File: src/rtl/bitstream_uart_tx_pkg.sv
// bitstream_uart_tx_pkg
// Shared definitions for the bitstream UART transmitter slice:
//   - capture FSM encoding (WAIT_SYNC / COLLECT)
//   - byte serializer FSM encoding (IDLE / START / DATA / [PARITY] / STOP)
//   - frame geometry constants and the parity helper
// Configuration macro: EVEN_PARITY_EN adds the PARITY state (8E1 framing).
package bitstream_uart_tx_pkg;

  localparam int FRAME_BITS      = 16;
  localparam int BYTES_PER_FRAME = 2;
  localparam int BYTE_BITS       = 8;
  localparam int IDX_W           = $clog2(FRAME_BITS);

  typedef enum logic [2:0] {
    TX_IDLE   = 3'd0,
    TX_START  = 3'd1,
    TX_DATA   = 3'd2,
`ifdef EVEN_PARITY_EN
    TX_PARITY = 3'd3,
`endif
    TX_STOP   = 3'd4
  } tx_state_t;

  typedef enum logic {
    CAP_WAIT_SYNC = 1'b0,
    CAP_COLLECT   = 1'b1
  } cap_state_t;

  // Bit that makes the total number of ones (data + parity) even.
  function automatic logic even_parity(input logic [BYTE_BITS-1:0] b);
    return ^b;
  endfunction

endpackage

File: src/rtl/bitstream_uart_tx_uart_tx_byte.sv
// uart_tx_byte
// Single-byte UART serializer, LSB first, DIV clocks per bit.
// A load accepted on the final clock of the stop bit chains straight into the
// next start bit, so back-to-back bytes have no idle gap.
// Ports:
//   clk_in  system clock
//   reset   asynchronous active-low reset
//   load    accept data (in IDLE, or on the last stop-bit clock)
//   data    byte to send
//   busy    serializer not idle
//   last    final clock of the stop bit
//   txd     serial line, idle high (registered)
// Configuration macro: EVEN_PARITY_EN inserts an even-parity bit after D7.
module uart_tx_byte
  import bitstream_uart_tx_pkg::*;
#(
  parameter int DIV = 16
) (
  input  logic                 clk_in,
  input  logic                 reset,
  input  logic                 load,
  input  logic [BYTE_BITS-1:0] data,
  output logic                 busy,
  output logic                 last,
  output logic                 txd
);

  localparam int CNT_W = (DIV > 1) ? $clog2(DIV) : 1;
  localparam logic [CNT_W-1:0] CNT_LAST = CNT_W'(DIV - 1);

  tx_state_t            state_reg, state_next;
  logic [CNT_W-1:0]     baud_reg, baud_next;
  logic [2:0]           bit_reg, bit_next;
  logic [BYTE_BITS-1:0] shift_reg, shift_next;
  logic                 txd_reg, txd_next;
  logic                 parity_reg, parity_next;
  logic                 bit_end;

  assign bit_end = (baud_reg == CNT_LAST);

  always_ff @(posedge clk_in or negedge reset) begin
    if (!reset) begin
      state_reg  <= TX_IDLE;
      baud_reg   <= '0;
      bit_reg    <= '0;
      shift_reg  <= '0;
      parity_reg <= 1'b0;
      txd_reg    <= 1'b1;
    end else begin
      state_reg  <= state_next;
      baud_reg   <= baud_next;
      bit_reg    <= bit_next;
      shift_reg  <= shift_next;
      parity_reg <= parity_next;
      txd_reg    <= txd_next;
    end
  end

  always_comb begin
    state_next  = state_reg;
    baud_next   = baud_reg;
    bit_next    = bit_reg;
    shift_next  = shift_reg;
    parity_next = parity_reg;
    txd_next    = 1'b1;

    if (state_reg != TX_IDLE) begin
      baud_next = bit_end ? '0 : baud_reg + 1'b1;
    end

    case (state_reg)
      TX_IDLE: begin
        if (load) begin
          state_next  = TX_START;
          baud_next   = '0;
          shift_next  = data;
          parity_next = even_parity(data);
        end
      end
      TX_START: begin
        if (bit_end) begin
          state_next = TX_DATA;
          bit_next   = '0;
        end
      end
      TX_DATA: begin
        if (bit_end) begin
          shift_next = shift_reg >> 1;
          if (bit_reg == 3'd7) begin
`ifdef EVEN_PARITY_EN
            state_next = TX_PARITY;
`else
            state_next = TX_STOP;
`endif
          end else begin
            bit_next = bit_reg + 1'b1;
          end
        end
      end
`ifdef EVEN_PARITY_EN
      TX_PARITY: begin
        if (bit_end) state_next = TX_STOP;
      end
`endif
      TX_STOP: begin
        if (bit_end) begin
          if (load) begin
            state_next  = TX_START;
            shift_next  = data;
            parity_next = even_parity(data);
          end else begin
            state_next = TX_IDLE;
          end
        end
      end
      default: state_next = TX_IDLE;
    endcase

    // Line level is registered from the next state so txd never glitches.
    case (state_next)
      TX_START:  txd_next = 1'b0;
      TX_DATA:   txd_next = shift_next[0];
`ifdef EVEN_PARITY_EN
      TX_PARITY: txd_next = parity_next;
`endif
      default:   txd_next = 1'b1;
    endcase
  end

  assign busy = (state_reg != TX_IDLE);
  assign last = (state_reg == TX_STOP) && bit_end;
  assign txd  = txd_reg;

endmodule

File: src/rtl/bitstream_uart_tx.sv
// bitstream_uart_tx
// Rebuilds 16-bit frames from the select stage's serial output and sends each
// one as two UART bytes: bits [7:0] first, then [15:8], each LSB first.
// Ports:
//   clk_in       system clock
//   reset        asynchronous active-low reset
//   time_025     0.25 s pulse shared with the select stage
//   start        select stage start flag (address 0)
//   din          select stage serial data
//   txd          UART line, idle high
//   busy         frame queued or transmitting
//   frame_valid  one-cycle pulse when a complete frame is latched
//   overrun      sticky, a frame completed while busy
// Configuration macro: EVEN_PARITY_EN selects 8E1 bytes (22*DIV per frame).
module bitstream_uart_tx
  import bitstream_uart_tx_pkg::*;
#(
  parameter int CLK_HZ = 50000000,
  parameter int BAUD   = 9600
) (
  input  logic clk_in,
  input  logic reset,
  input  logic time_025,
  input  logic start,
  input  logic din,
  output logic txd,
  output logic busy,
  output logic frame_valid,
  output logic overrun
);

  localparam int DIV = CLK_HZ / BAUD;

  // Edge detect mirrors the select stage; smp lands in the cycle where the
  // select stage's address has already moved on.
  logic q1_reg, q2_reg, smp_reg, adv;

  cap_state_t           cap_state_reg, cap_state_next;
  logic [IDX_W-1:0]     idx_reg, idx_next;
  logic [FRAME_BITS-1:0] word, frame_word, bit_we;
  logic sample_bit, frame_done;

  logic [FRAME_BITS-1:0] frame_reg;
  logic busy_reg, byte_sel_reg, load_first_reg, frame_valid_reg, overrun_reg;
  logic last_byte, accept;
  logic tx_load, tx_last, tx_busy;
  logic [BYTE_BITS-1:0] tx_data;

  assign adv = q1_reg ^ q2_reg;

  always_ff @(posedge clk_in or negedge reset) begin
    if (!reset) begin
      q1_reg  <= 1'b0;
      q2_reg  <= 1'b0;
      smp_reg <= 1'b0;
    end else begin
      q1_reg  <= time_025;
      q2_reg  <= q1_reg;
      smp_reg <= adv;
    end
  end

  // ---------------- capture FSM ----------------
  assign sample_bit = smp_reg && (cap_state_reg == CAP_COLLECT) && !start;
  assign frame_done = sample_bit && (idx_reg == IDX_W'(FRAME_BITS - 1));

  always_ff @(posedge clk_in or negedge reset) begin
    if (!reset) begin
      cap_state_reg <= CAP_WAIT_SYNC;
      idx_reg       <= '0;
    end else begin
      cap_state_reg <= cap_state_next;
      idx_reg       <= idx_next;
    end
  end

  always_comb begin
    cap_state_next = cap_state_reg;
    idx_next       = idx_reg;
    if (smp_reg) begin
      case (cap_state_reg)
        CAP_WAIT_SYNC: begin
          if (start) begin
            cap_state_next = CAP_COLLECT;
            idx_next       = '0;
          end
        end
        CAP_COLLECT: begin
          if (start) begin
            idx_next = '0;  // resync: partial frame is abandoned
          end else if (idx_reg == IDX_W'(FRAME_BITS - 1)) begin
            cap_state_next = CAP_WAIT_SYNC;
            idx_next       = '0;
          end else begin
            idx_next = idx_reg + 1'b1;
          end
        end
        default: cap_state_next = CAP_WAIT_SYNC;
      endcase
    end
  end

  // One flop per frame bit, written when its index is sampled.
  generate
    for (genvar gi = 0; gi < FRAME_BITS; gi++) begin : g_word
      logic bit_reg;
      assign bit_we[gi] = sample_bit && (idx_reg == IDX_W'(gi));
      always_ff @(posedge clk_in or negedge reset) begin
        if (!reset)          bit_reg <= 1'b0;
        else if (bit_we[gi]) bit_reg <= din;
      end
      assign word[gi] = bit_reg;
      // The final bit bypasses its flop so the frame can be handed off on
      // the completing sample itself.
      if (gi == FRAME_BITS - 1) begin : g_top
        assign frame_word[gi] = din;
      end else begin : g_low
        assign frame_word[gi] = bit_reg;
      end
    end
  endgenerate

  // ---------------- handoff and byte sequencing ----------------
  assign last_byte = (byte_sel_reg == 1'(BYTES_PER_FRAME - 1));
  // busy drops on the last stop-bit clock so a frame completing there is
  // treated as arriving at an idle transmitter.
  assign busy    = busy_reg && !(tx_last && last_byte);
  assign accept  = frame_done && !busy;
  assign tx_load = load_first_reg || (tx_last && !last_byte);
  assign tx_data = load_first_reg ? frame_reg[BYTE_BITS-1:0]
                                  : frame_reg[FRAME_BITS-1:BYTE_BITS];

  always_ff @(posedge clk_in or negedge reset) begin
    if (!reset) begin
      frame_reg       <= '0;
      busy_reg        <= 1'b0;
      byte_sel_reg    <= 1'b0;
      load_first_reg  <= 1'b0;
      frame_valid_reg <= 1'b0;
      overrun_reg     <= 1'b0;
    end else begin
      load_first_reg  <= accept;
      frame_valid_reg <= frame_done;
      if (frame_done && busy) overrun_reg <= 1'b1;
      if (accept) begin
        frame_reg    <= frame_word;
        busy_reg     <= 1'b1;
        byte_sel_reg <= 1'b0;
      end else if (tx_last) begin
        if (last_byte) begin
          busy_reg     <= 1'b0;
          byte_sel_reg <= 1'b0;
        end else begin
          byte_sel_reg <= byte_sel_reg + 1'b1;
        end
      end
    end
  end

  uart_tx_byte #(
    .DIV (DIV)
  ) u_tx_byte (
    .clk_in (clk_in),
    .reset  (reset),
    .load   (tx_load),
    .data   (tx_data),
    .busy   (tx_busy),
    .last   (tx_last),
    .txd    (txd)
  );

  assign frame_valid = frame_valid_reg;
  assign overrun     = overrun_reg;

endmodule

File: config.mk
export PLATFORM = sky130hd
export DESIGN_NAME = bitstream_uart_tx
export DESIGN_NICKNAME = d
export VERILOG_FILES = /design/src/rtl/bitstream_uart_tx_pkg.sv /design/src/rtl/bitstream_uart_tx_uart_tx_byte.sv /design/src/rtl/bitstream_uart_tx.sv
export SDC_FILE = /design/constraint.sdc
export NUM_CORES = 1
export LEC_CHECK = 0
export ABC_AREA = 1
export BUFFER_PORTS_ARGS = -buffer_cell sky130_fd_sc_hd__clkbuf_2
export CAP_MARGIN = 20
export CORE_ASPECT_RATIO = 0.9
export CORE_MARGIN = 2
export CORE_UTILIZATION = 25
export DETAILED_ROUTE_END_ITERATION = 6
export GPL_ROUTABILITY_DRIVEN = 0
export REMOVE_ABC_BUFFERS = 1
export SKIP_LAST_GASP = 1
export SLEW_MARGIN = 30
export SYNTH_ARGS = -nofsm -noshare
export SYNTH_HDL_FRONTEND = slang
export SYNTH_SLANG_ARGS = --single-unit
export TNS_END_PERCENT = 30
File: constraint.sdc
create_clock -name clk_in -period 2.3 [get_ports clk_in]
set_clock_uncertainty 0.1 [all_clocks]
set_input_delay 0.23 -clock clk_in [delete_from_list [all_inputs] [get_ports clk_in]]
set_output_delay 0.23 -clock clk_in [all_outputs]
set_load 0.005 [all_outputs]
## Word level (Yosys, flattened, before mapping)

Index checks and enable logic that the tools add are counted.

- $add $sub $neg: 4
- Reduce and logical (&&, ||, !) cells: 40
- Multiplexer cells: 35
- Bitwise operators: 2
- Equality and inequality tests: 27

Operators with widths:

| operator | number |
|---|---|
| 13-bit two-way mux | 4 |
| 4-bit == test, second input constant | 8 |
| 8-bit two-way mux | 4 |
| 1-bit logical AND | 24 |
| 3-bit two-way mux | 8 |
| 8-bit one-hot mux with 3 select lines | 1 |
| 4-bit by 3-bit == test with 1-bit output, second input constant | 4 |
| 13-bit by 1-bit adder with 13-bit output, second input constant | 1 |
| 13-bit == test, second input constant | 1 |
| 4-bit two-way mux | 3 |
| 3-bit one-hot mux with 4 select lines | 1 |
| 1-bit two-way mux | 10 |
| 4-bit by 2-bit == test with 1-bit output, second input constant | 2 |
| 4-bit one-hot mux with 2 select lines | 1 |
| 3-bit by 1-bit == test with 1-bit output, second input constant | 2 |
| 3-bit by 2-bit == test with 1-bit output, second input constant | 2 |
| 3-bit == test, second input constant | 2 |
| 2-bit by 1-bit != test with 1-bit output, second input constant | 3 |
| 3-bit one-hot mux with 2 select lines | 1 |
| 2-bit nonzero test | 3 |
| 3-bit nonzero test | 2 |
| 4-bit by 1-bit adder with 4-bit output, second input constant | 1 |
| 4-bit by 1-bit == test with 1-bit output, second input constant | 1 |
| 1-bit logical NOT | 4 |
| other kinds (12) | 15 |

- Input bits: 5
- Logic and storage cells: 140
- Register bits after elaboration: 72

## Depth between registers and ports, before layout

- Word-level depth: 9
- Mapped depth: 12
- Mapped depth without buffers: 12

## By module

From an unflattened synthesis, not the netlist that was laid out.

- Cell total of the unflattened synthesis: 480
- Area, all modules: 3,733.6 sq um

By module, submodules not included:

| module | times used | seq. area each (sq um) | cells each | area an instance (sq um) |
|---|---|---|---|---|
| bitstream_uart_tx | 1 | 1,101.1 | 249 | 2,044.5 |
| uart_tx_byte | 1 | 701.9 | 231 | 1,689.1 |

## Least setup slack after synthesis

OpenSTA, ideal clock, no wires.

- Path type: reg-to-reg
- From: register u_tx_byte.baud_reg[0]
- To: register u_tx_byte.baud_reg[3]
- Setup slack: 0.547 ns
- Data arrival time: 1.523 ns
- Setup time: 0.130 ns
- Required time: 2.070 ns
- Cell stages (with the launch flop): 9
- Cells stage by stage: dfrtp_1 > ha_1 > nand2_1 > nor2_2 > nand3_4 > buf_4 > o21ai_1 > buf_2 > nor3_1

- Word-level cells in the longest chain between the ends: 6

RTL lines:

| element | RTL line | RTL |
|---|---|---|
| start: declaration | bitstream_uart_tx_uart_tx_byte.sv:32 | `logic [CNT_W-1:0] baud_reg, baud_next;` |
| start signal: assignment | bitstream_uart_tx_uart_tx_byte.sv:51 | `baud_reg <= baud_next;` |
| branches (longest 5 deep; another with 13-bit by 1-bit adder with 13-bit output) | n/a |  |
| 13-bit two-way mux (*) | bitstream_uart_tx_uart_tx_byte.sv:71 | `case (state_reg)` |
| net u_tx_byte.baud_next[3] | bitstream_uart_tx_uart_tx_byte.sv:32 |  |

Mark *: on every way through the listed nets, which the timed path passes.
A chain may end at the register's enable or synchronous reset.

## Worst setup path in the final report

- From: register u_tx_byte.baud_reg[0]
- To: output port busy

- Word-level cells in the longest chain between the ends: 5

RTL lines:

| element | RTL line | RTL |
|---|---|---|
| 13-bit == test | bitstream_uart_tx_uart_tx_byte.sv:39 | `assign bit_end = (baud_reg == CNT_LAST);` |
| 1-bit logical AND | bitstream_uart_tx_uart_tx_byte.sv:131 | `assign last = (state_reg == TX_STOP) && bit_end;` |
| 1-bit logical AND | bitstream_uart_tx.sv:127 | `assign busy = busy_reg && !(tx_last && last_byte);` |
| 1-bit logical NOT | bitstream_uart_tx.sv:127 |  |
| 1-bit logical AND | bitstream_uart_tx.sv:127 |  |
| end: declaration | bitstream_uart_tx.sv:27 | `output logic busy,` |

No other way between the ends.

==> impl_metrics.csv <==
group,metric,value,unit
status,status,"completed",
drt,drtAntennaViolNets,0,
sta,finalHoldViolCount,0,
layout,nNetsFinal,425,
floorplan,dieArea,15200,um2
clock_tree,clk_path_buf_depth,2,
clock_tree,clock-root-buffer,"clkbuf_16",
floorplan,num_rows,41,
synthesis,synth_ff_type,"dfrtp_1",
power_and_ir_drop,p_clk_frac,0.447,
sta,period_needed,2.07,ns
synthesis,synth.area.top_cells,"dfrtp_1 (50%), nand2_1 (9.1%), inv_1 (4.1%)",
global_routing,grt_overflow,0,
synthesis,syn_area_per_cell,9.02,um2
worst_setup_path,worstSetupPathType,"reg2out",
power_and_ir_drop,p_comb_frac,0.066,
clock_tree,clkLatencyLatePin,0.33,ns
floorplan,coreArea,14000,um2
worst_setup_path,cp.arrival,1.74,ns
power_and_ir_drop,p_int,2.21,mW
synthesis,yosysWarningCount,0,
drt,first_pass_iters,4,
clock_tree,cts_tree,"built",
clock_tree,numCtsBuffers,9,
layout,insertedDiodeCount,0,
worst_setup_path,critPathRequiredTime,1.97,ns
drt,drt-met1-wl,3380,um
clock_tree,clock-sinks,72,
layout,fillers,1517,
power_and_ir_drop,p_switching,0.701,mW
sta,worst_pin_slew,0.564,ns
synthesis,yosysSeqAreaShare,0.506,
drt,route.met3.wl,228,um
drt,dr_wl_met2,3070,um
drt,drtIter0Drc,149,
placed_design,io_buffers,8,
power_and_ir_drop,p_seq_frac,0.487,
clock_tree,cts_max_level,3,
synthesis,synth_area_leader_cell,"dfrtp_1",
worst_setup_path,cp_max_fo,4,
power_and_ir_drop,vdd_drop_max,409,uV
floorplan,dieWidth,130,um
synthesis,ys_seq_elements,72,
clock_tree,cts.reportedPaths.clkPinSlew,0.06,ns
global_routing,grt_pass1_wl,12100,um
floorplan,io_pins,9,
sta,slew_headroom,0.623,
power_and_ir_drop,leakagePower,1.96,nW
sta,fmax,0.484,GHz
power_and_ir_drop,power.density,702,nW/um2
layout,largest_reg_flops,16,
floorplan,initial_core_util,0.255,
global_routing,antenna_found_initial,0,
drt,top_layer_used,"met4",
sta,fin_crit_sh,0.898,
layout,final_common_cell,"nand2_1",
drt,drc_errors,0,
floorplan,die_h,117,um
drt,drt_wl_total,6790,um
synthesis,synthArstFlopShare,1.00,
synthesis,yosysUniqueCellTypes,45,
layout,area_growth_syn_to_layout,16.4,%
synthesis,netlist_area,3560,um2
worst_setup_path,endpoint_kind,"output pin",
synthesis,synth-edff-count,0,
synthesis,synth_top_area_share,0.498,
global_routing,track_usage,0.101,
synthesis,synth_cells,395,
sta,drv_slew,0,
layout,final_util,0.297,
layout,layout_common_cells,"nand2_1 (86), dfrtp_1 (71), inv_1 (39)",
layout,drive_above_1_share,0.203,
sta,tns,0,ns
sta,setup_violations,0,
worst_setup_path,cp-start-kind,"register",
min_path,min-delay-path-class,"in2reg",
sta,rsz0062_at_grt,"no",
drt,avgRoutedWirePerCell,11.1,um
placed_design,dp_hpwl,4770,um
power_and_ir_drop,switching_share,0.240,
global_routing,grt_max_degree,73,
flow_run,drv_cap,0,
drt,viasPerCell,4.20,
global_routing,grt_pass1_vias,2570,
drt,vias,2568,
## cell type report
| cell class | count | area (um2) | area share |
|---|---|---|---|
| clock inverters | 4 | 28.8 | 0.00693 |
| flip-flops and latches | 72 | 1800 | 0.434 |
| repair buffers | 14 | 103 | 0.0247 |
| multi-input cells | 269 | 1530 | 0.370 |
| clock buffers | 12 | 256 | 0.0618 |
| well taps | 193 | 241 | 0.0582 |
| inverters | 47 | 184 | 0.0443 |
## timing repair
item / 4_1_cts / 5_1_grt
endpoints found under the setup margin: 0 / 1
hold buffers: 2 / 0
resized for setup: 0 / 0
setup buffers: 0 / 2
endpoints found under the hold margin: 72 / 0
## kinds of logic after synthesis
kind of cell             after synthesis  share of synthesized area
flip-flops                            72                      0.506
buffers and inverters                 54                     0.0639
AND/OR/NAND/NOR                      191                      0.279
multiplexers                           2                    0.00562
XOR/XNOR                               5                     0.0123
AO/OA/AOI/OAI                         64                      0.109
adder cells (fa/ha/maj)                7                     0.0246
## worst max-delay path, stage by stage, from the launching register on
cell	delay [ns]
dfrtp_1	0.39
ha_1	0.18
nand2_1	0.13
nor2_2	0.18
nand3_4	0.11
nor2_4	0.11
nand2_2	0.07
nand2_4	0.08
inv_1	0.05
clkbuf_2	0.10
## metal layers
layer / global-route usage / vias up
li1: - / 1324
met5: 0 / -
met3: 0.0305 / 9
met1: 0.132 / 1207
met4: 0.0387 / 0
met2: 0.158 / 28
## Yosys cell counts, types with 4 or more instances
cell type,instances
a21oi_1,18
ha_1,7
nand2_1,86
inv_2,5
dfrtp_1,71
nand2_2,17
nor2_1,33
nor2_4,4
o21ai_0,13
nand3_2,7
xor2_1,4
o211ai_1,5
nand3_1,11
inv_1,39
nor2_2,6
nor3_1,8
a31oi_1,15
## stage by stage
stage	worst slack (ns)	hold slack, ns	std cells	total power, mW	area (um2)
floorplan	0.492	-0.166	388	1.55	3520
global placement	0.360	0.187	591	1.62	3830
detailed placement	0.302	0.194	591	1.64	3830
CTS	0.0908	0.0912	609	2.96	4140
global route	0.111	0.0994	611	3.06	4150
finish	0.235	0.0943	611	2.91	4150
## power by group through the flow
stage          Sequential (mW)  Combinational [mW]  Clock (mW)
2_1_floorplan             1.42               0.130           0
3_3_place_gp              1.44               0.183           0
3_5_place_dp              1.44               0.195           0
4_1_cts                   1.42               0.199        1.34
5_1_grt                   1.43               0.226        1.41
6_report                  1.42               0.192        1.30
## worst paths after layout
kind | from | to | slack [ns] | cells past startpoint
setup / recovery | u_tx_byte.baud_reg[0] | busy | 0.24 | 9
hold reg to reg | q1_reg | q2_reg | 0.30 | 0
min in group asynchronous | reset | idx_reg[3] | 0.36 | 3
setup reg to reg | u_tx_byte.baud_reg[0] | u_tx_byte.shift_reg[7] | 0.26 | 11
max in group asynchronous | reset | u_tx_byte.txd | 1.40 | 3
hold / removal | start | cap_state_reg | 0.09 | 3
No activity file was read; power rests on OpenSTA's default activity.
